$ cat config.mk
export PLATFORM = sky130hd
export DESIGN_NAME = cache_flush_walker_flat
export DESIGN_NICKNAME = d
export VERILOG_FILES = /design/src/rtl/cache_flush_walker_if.sv /design/src/rtl/cache_flush_walker.sv /design/src/flat_wrapper.sv
export SDC_FILE = /design/constraint.sdc
export NUM_CORES = 1
export LEC_CHECK = 0
export CAP_MARGIN = 30
export CORE_ASPECT_RATIO = 0.7
export CORE_MARGIN = 1
export CORE_UTILIZATION = 35
export DETAILED_ROUTE_END_ITERATION = 12
export DONT_BUFFER_PORTS = 1
export HOLD_SLACK_MARGIN = 0.03
export PLACE_DENSITY = 0.56
export REMOVE_ABC_BUFFERS = 1
export SLEW_MARGIN = 30
export SYNTH_ARGS = -nofsm -noshare
export SYNTH_HDL_FRONTEND = slang
export SYNTH_SLANG_ARGS = --single-unit
$ cat constraint.sdc
create_clock -name clk -period 3.69 [get_ports clk]
set_input_delay 1.107 -clock clk [delete_from_list [all_inputs] [get_ports clk]]
set_output_delay 1.107 -clock clk [all_outputs]
set_load 0.1 [all_outputs]
$ cat src/rtl/cache_flush_walker_if.sv
// Flush-walker signal bundle between the walker, the cache arrays and the bus-side writeback controller.
interface cache_flush_walker_if #(
  parameter int NUMWAYS = 4,
  parameter int SETLEN  = 9
);
  logic               FlushCache;
  logic               FlushStage;
  logic [NUMWAYS-1:0] ValidWay;
  logic [NUMWAYS-1:0] DirtyWay;
  logic               WritebackDone;
  logic [SETLEN-1:0]  FlushAdr;
  logic [NUMWAYS-1:0] FlushWay;
  logic               FlushActive;
  logic               WritebackReq;
  logic               ClearDirty;
  logic               ClearValid;
  logic               FlushDone;

  modport master (
    input  FlushCache, FlushStage, ValidWay, DirtyWay, WritebackDone,
    output FlushAdr, FlushWay, FlushActive, WritebackReq, ClearDirty, ClearValid, FlushDone
  );

  modport slave (
    output FlushCache, FlushStage, ValidWay, DirtyWay, WritebackDone,
    input  FlushAdr, FlushWay, FlushActive, WritebackReq, ClearDirty, ClearValid, FlushDone
  );
endinterface

$ cat src/rtl/cache_flush_walker.sv
// Walks every (set, way) of the cache on a flush request and writes back valid dirty lines.
// Define CACHE_FLUSH_INVALIDATE_EN to also invalidate every line as it is walked.
module cache_flush_walker #(
  parameter int NUMWAYS  = 4,
  parameter int SETLEN   = 9,
  parameter int NUMLINES = 128
) (
  input  logic                  clk,
  input  logic                  reset,
  cache_flush_walker_if.master  fw
);
  localparam int WAY_W = (NUMWAYS > 1) ? $clog2(NUMWAYS) : 1;

  typedef enum logic [2:0] {IDLE, READ, CHECK, WRITEBACK, DONE} state_t;

  state_t             state_q, state_d;
  logic [SETLEN-1:0]  set_q, set_d;
  logic [WAY_W-1:0]   way_q, way_d;
  logic               active_q, wbreq_q, done_q;
  logic               hit, last_way, last_set, adv;
  logic [NUMWAYS-1:0] way_dec;

  always_comb begin
    state_d  = state_q;
    set_d    = set_q;
    way_d    = way_q;
    adv      = 1'b0;
    hit      = fw.ValidWay[way_q] & fw.DirtyWay[way_q];
    last_way = (way_q == WAY_W'(NUMWAYS - 1));
    last_set = (set_q == SETLEN'(NUMLINES - 1));
    case (state_q)
      IDLE: begin
        if (fw.FlushCache & ~fw.FlushStage) begin
          set_d   = '0;
          way_d   = '0;
          state_d = READ;
        end
      end
      READ:      state_d = CHECK;
      CHECK: begin
        if (hit) state_d = WRITEBACK;
        else     adv     = 1'b1;
      end
      WRITEBACK: adv     = fw.WritebackDone;
      DONE:      state_d = IDLE;
      default:   state_d = IDLE;
    endcase
    // Step to the next way; wrap to the next set, or finish after the last line.
    if (adv) begin
      if (!last_way) begin
        way_d   = way_q + 1'b1;
        state_d = READ;
      end else if (!last_set) begin
        set_d   = set_q + 1'b1;
        way_d   = '0;
        state_d = READ;
      end else begin
        state_d = DONE;
      end
    end
  end

  always_ff @(posedge clk) begin
    if (reset) begin
      state_q  <= IDLE;
      set_q    <= '0;
      way_q    <= '0;
      active_q <= 1'b0;
      wbreq_q  <= 1'b0;
      done_q   <= 1'b0;
    end else begin
      state_q  <= state_d;
      set_q    <= set_d;
      way_q    <= way_d;
      active_q <= (state_d != IDLE);
      wbreq_q  <= (state_d == WRITEBACK);
      done_q   <= (state_d == DONE);
    end
  end

  always_comb begin
    way_dec        = '0;
    way_dec[way_q] = 1'b1;
  end

  assign fw.FlushAdr     = set_q;
  assign fw.FlushWay     = way_dec;
  assign fw.FlushActive  = active_q;
  assign fw.WritebackReq = wbreq_q;
  assign fw.FlushDone    = done_q;
  assign fw.ClearDirty   = wbreq_q & fw.WritebackDone;

`ifdef CACHE_FLUSH_INVALIDATE_EN
  // Clean valid lines are dropped during CHECK; dirty ones once their writeback completes.
  assign fw.ClearValid = (wbreq_q & fw.WritebackDone) |
                         ((state_q == CHECK) & fw.ValidWay[way_q] & ~fw.DirtyWay[way_q]);
`else
  assign fw.ClearValid = 1'b0;
`endif

endmodule
$ cat src/flat_wrapper.sv
// flat-port wrapper written by rule: the top's interface ports become plain ports
module cache_flush_walker_flat 
#(
  parameter int NUMWAYS  = 4,
  parameter int SETLEN   = 9,
  parameter int NUMLINES = 128
)
  (clk, reset, fw_FlushCache, fw_FlushStage, fw_ValidWay, fw_DirtyWay, fw_WritebackDone, fw_FlushAdr, fw_FlushWay, fw_FlushActive, fw_WritebackReq, fw_ClearDirty, fw_ClearValid, fw_FlushDone);
  cache_flush_walker_if #(.NUMWAYS(NUMWAYS), .SETLEN(SETLEN)) fw_i ();
  input  logic clk;
  input  logic reset;
  input wire logic [$bits(fw_i.FlushCache)-1:0] fw_FlushCache;
  input wire logic [$bits(fw_i.FlushStage)-1:0] fw_FlushStage;
  input wire logic [$bits(fw_i.ValidWay)-1:0] fw_ValidWay;
  input wire logic [$bits(fw_i.DirtyWay)-1:0] fw_DirtyWay;
  input wire logic [$bits(fw_i.WritebackDone)-1:0] fw_WritebackDone;
  output wire logic [$bits(fw_i.FlushAdr)-1:0] fw_FlushAdr;
  output wire logic [$bits(fw_i.FlushWay)-1:0] fw_FlushWay;
  output wire logic [$bits(fw_i.FlushActive)-1:0] fw_FlushActive;
  output wire logic [$bits(fw_i.WritebackReq)-1:0] fw_WritebackReq;
  output wire logic [$bits(fw_i.ClearDirty)-1:0] fw_ClearDirty;
  output wire logic [$bits(fw_i.ClearValid)-1:0] fw_ClearValid;
  output wire logic [$bits(fw_i.FlushDone)-1:0] fw_FlushDone;
  assign fw_i.FlushCache = fw_FlushCache;
  assign fw_i.FlushStage = fw_FlushStage;
  assign fw_i.ValidWay = fw_ValidWay;
  assign fw_i.DirtyWay = fw_DirtyWay;
  assign fw_i.WritebackDone = fw_WritebackDone;
  assign fw_FlushAdr = fw_i.FlushAdr;
  assign fw_FlushWay = fw_i.FlushWay;
  assign fw_FlushActive = fw_i.FlushActive;
  assign fw_WritebackReq = fw_i.WritebackReq;
  assign fw_ClearDirty = fw_i.ClearDirty;
  assign fw_ClearValid = fw_i.ClearValid;
  assign fw_FlushDone = fw_i.FlushDone;
  cache_flush_walker #(.NUMWAYS(NUMWAYS), .SETLEN(SETLEN), .NUMLINES(NUMLINES)) u_core (.clk(clk), .reset(reset), .fw(fw_i));
endmodule
==> flow_summary.json <==
{
  "worst_path_max_delay_cell": "ha_1",
  "min_period_over_period_pct": 71.6,
  "cts_resized": 0,
  "setup_violations": 0,
  "cts_tree": "done",
  "gp_congestion": 0.823,
  "yosysTopAreaCellShare_pct": 35.5,
  "worstHoldPathType": "reg2reg",
  "yosysSeqAreaShare_pct": 35.5,
  "drv_slew": 0,
  "yosysUniqueCellTypes": 44,
  "die_area_sq_mm": 0.00295,
  "ios": 31,
  "place_hpwl_mm": 1.56,
  "synth_commonest_cells": "dfxtp_1, nand2_1, nor2_1, ha_1",
  "antenna_found_initial": 0,
  "yosysTopAreaCell": "dfxtp_1",
  "fin_util_pct": 43.9,
  "cts_hold_buf": 0,
  "status": "completed",
  "grt_start_max_net_pins": 13,
  "drtIter0Drc": 75,
  "yosysWarnings": 0,
  "slew_headroom_pct": 35.1,
  "cp_num_cells": 2,
  "root_buffer": "clkbuf_8",
  "synth_area_leaders": "dfxtp_1, ha_1, nand2_1",
  "coreArea_sq_mm": 0.00253,
  "crit_start": "u_core.way_q[1]$_SDFF_PP0_",
  "finalSetupTns_ns": 0,
  "synth_flop_cell": "dfxtp_1",
  "track_usage_pct": 15.0,
  "hold_violations": 0,
  "crit_end": "fw_FlushWay[0]",
  "rsz0062_at_grt": "false",
  "dp_slack_ns": 1.10,
  "setup_ws_ns": 1.05,
  "drv_cap": 0,
  "synth-simple-area-share_pct": 26.0,
  "wl_per_cell_um": 13.6,
  "n_antenna_cell": 0,
  "overflow": 0,
  "drc": 0,
  "initial_core_util_pct": 37.8,
  "cp.required_ns": 2.58,
  "grt_pass1_wl_mm": 3.22,
  "synth_most_common_cell": "dfxtp_1",
  "wirelength_mm": 2.04,
  "die_w_um": 64.5,
  "clk_latency_ns": 0.25,
  "die_h_um": 45.8,
  "crit_path_start_kind": "flip-flop",
  "r2r-start": "u_core.fw.FlushAdr[1]$_SDFF_PP0_",
  "grt_pass1_vias": 682,
  "first_pass_iters": 4,
  "crit_buf_inv": 1,
  "area_delta_synth_final_pct": 16.1,
  "synth_async_sr_flop_share_pct": 0,
  "crit_chain": "inv_1 > ha_1",
  "synth_compound_area_share_pct": 24.5,
  "worst_pin_slew_ns": 0.975,
  "seqCellArea_sq_um": 343,
  "drt-vias-per-instance": 5.56,
  "crit_family": "adder cells",
  "endpoint_kind": "output pin",
  "h-tree-depth": 1,
  "crit_path_max_incr_delay_ns": 0.83,
  "avgSynthCellArea_sq_um": 9.22,
  "clk_path_buf_depth": 2,
  "synth_top_family_by_area": "simple AND/OR/NAND/NOR gates",
  "path_max_fanout": 4,
  "clk_pin_slew_ns": 0.06,
  "final_nets": 135,
  "synth_area_sq_um": 958,
  "clock_sinks": 17,
  "final_layout_size_suffix_gt1_share_pct": 23.3,
  "synth_cells": 104,
  "worstRegToRegCells": 7,
  "cts_buffers": 3,
  "fmax_ghz": 0.379,
  "r2r_slack_ns": 1.42,
  "leakage_nw": 0.427,
  "via_count": 834,
  "ys_ff_latch": 17,
  "max-vdd-ir-drop_uv": 211,
  "post_cts_buffers": 0,
  "synth_edf_count": 0,
  "fin_crit_ns": 2.64,
  "p_total_mw": 0.370,
  "power-per-cell-area_mw_per_mm2": 333,
  "core.rowCount": 15,
  "regToRegEndpoint": "u_core.fw.FlushAdr[2]$_SDFF_PP0_",
  "synth-xor-area-share_pct": 0.914,
  "n_fill_cell": 242,
  "multi_input_area_sq_um": 592,
  "numPortBuffers": 0,
  "ant_nets": 0,
  "finClkSkew_ns": 0.00247,
  "synthAdderAreaFrac_pct": 6.53,
  "path_class": "reg2out",
  "synth.mux.area_fraction_pct": 3.39,
  "critical_path_arrival_ns": 1.53
}
-- power by group --
part | total [mW] | switching (mW) | internal, mW
clock network | 0.137 | 0.0605 | 0.0765
logic | 0.0364 | 0.0269 | 0.00940
registers | 0.197 | 0.0102 | 0.186
total | 0.370 | 0.0976 | 0.272
-- sequential cells by signal (all words and copies together), names as in the netlist --
register                flops
u_core.fw.FlushDone         1
u_core.fw.WritebackReq      1
u_core.state_q              3
u_core.fw.FlushActive       1
u_core.way_q                2
u_core.fw.FlushAdr          9
-- logic make-up (layout without fill, tap and decap cells) --
group	after synthesis	after routing
other	1	1
and+or+nand+nor	46	46
DFF	17	17
buffers and inverters	6	18
AOI/OAI and AO/OA	26	26
xor gates and xnor gates	1	1
muxes	2	2
adders and majority gates	5	5
-- area by class of cell --
cell class              count  share of cell area [%]
clock buffers               4                    4.05
flip-flops and latches     17                    30.8
multi-input cells          81                    53.2
repair buffers             10                    6.75
inverters                   4                    1.35
well taps                  34                    3.82
-- through the flow --
step                hold slack, ns  area (sq um)  instances
finish                       0.530          1110        150
global route                 0.554          1110        150
CTS                          0.537          1110        150
detailed placement           0.528          1070        146
global placement             0.512          1060        146
floorplan                    0.498           947        102
-- per-layer routing --
layer  vias up  wire length [um]  GRT usage [%]
li1        412                 -              -
met5         -                 0              0
met4         0                 8           4.00
met3         2               195           8.00
met2        29               861           21.3
met1       391               973           19.8
-- how the worst min path moves through the flow --
stage / depth (start not counted) / endpoint / start
final: 1 / u_core.way_q[0]$_SDFF_PP0_ / u_core.way_q[0]$_SDFF_PP0_
after floorplan: 1 / u_core.way_q[0]$_SDFF_PP0_ / u_core.way_q[0]$_SDFF_PP0_
after CTS: 1 / u_core.way_q[0]$_SDFF_PP0_ / u_core.way_q[0]$_SDFF_PP0_
after global routing: 1 / u_core.way_q[0]$_SDFF_PP0_ / u_core.way_q[0]$_SDFF_PP0_
after global placement: 1 / u_core.way_q[0]$_SDFF_PP0_ / u_core.way_q[0]$_SDFF_PP0_
after detailed placement: 1 / u_core.way_q[0]$_SDFF_PP0_ / u_core.way_q[0]$_SDFF_PP0_
-- cell usage in the layout, fill, tap and decap left out, drive strengths merged, types with 4 or more instances in the layout --
cell    synthesis  routed
dfxtp          17      17
nand2          10      10
nor2           10      10
buf             1      10
ha              5       5
and2            4       4
nand3           4       4
inv             4       4
clkbuf          1       4
Note: power is estimated with default switching activity, not from simulation.
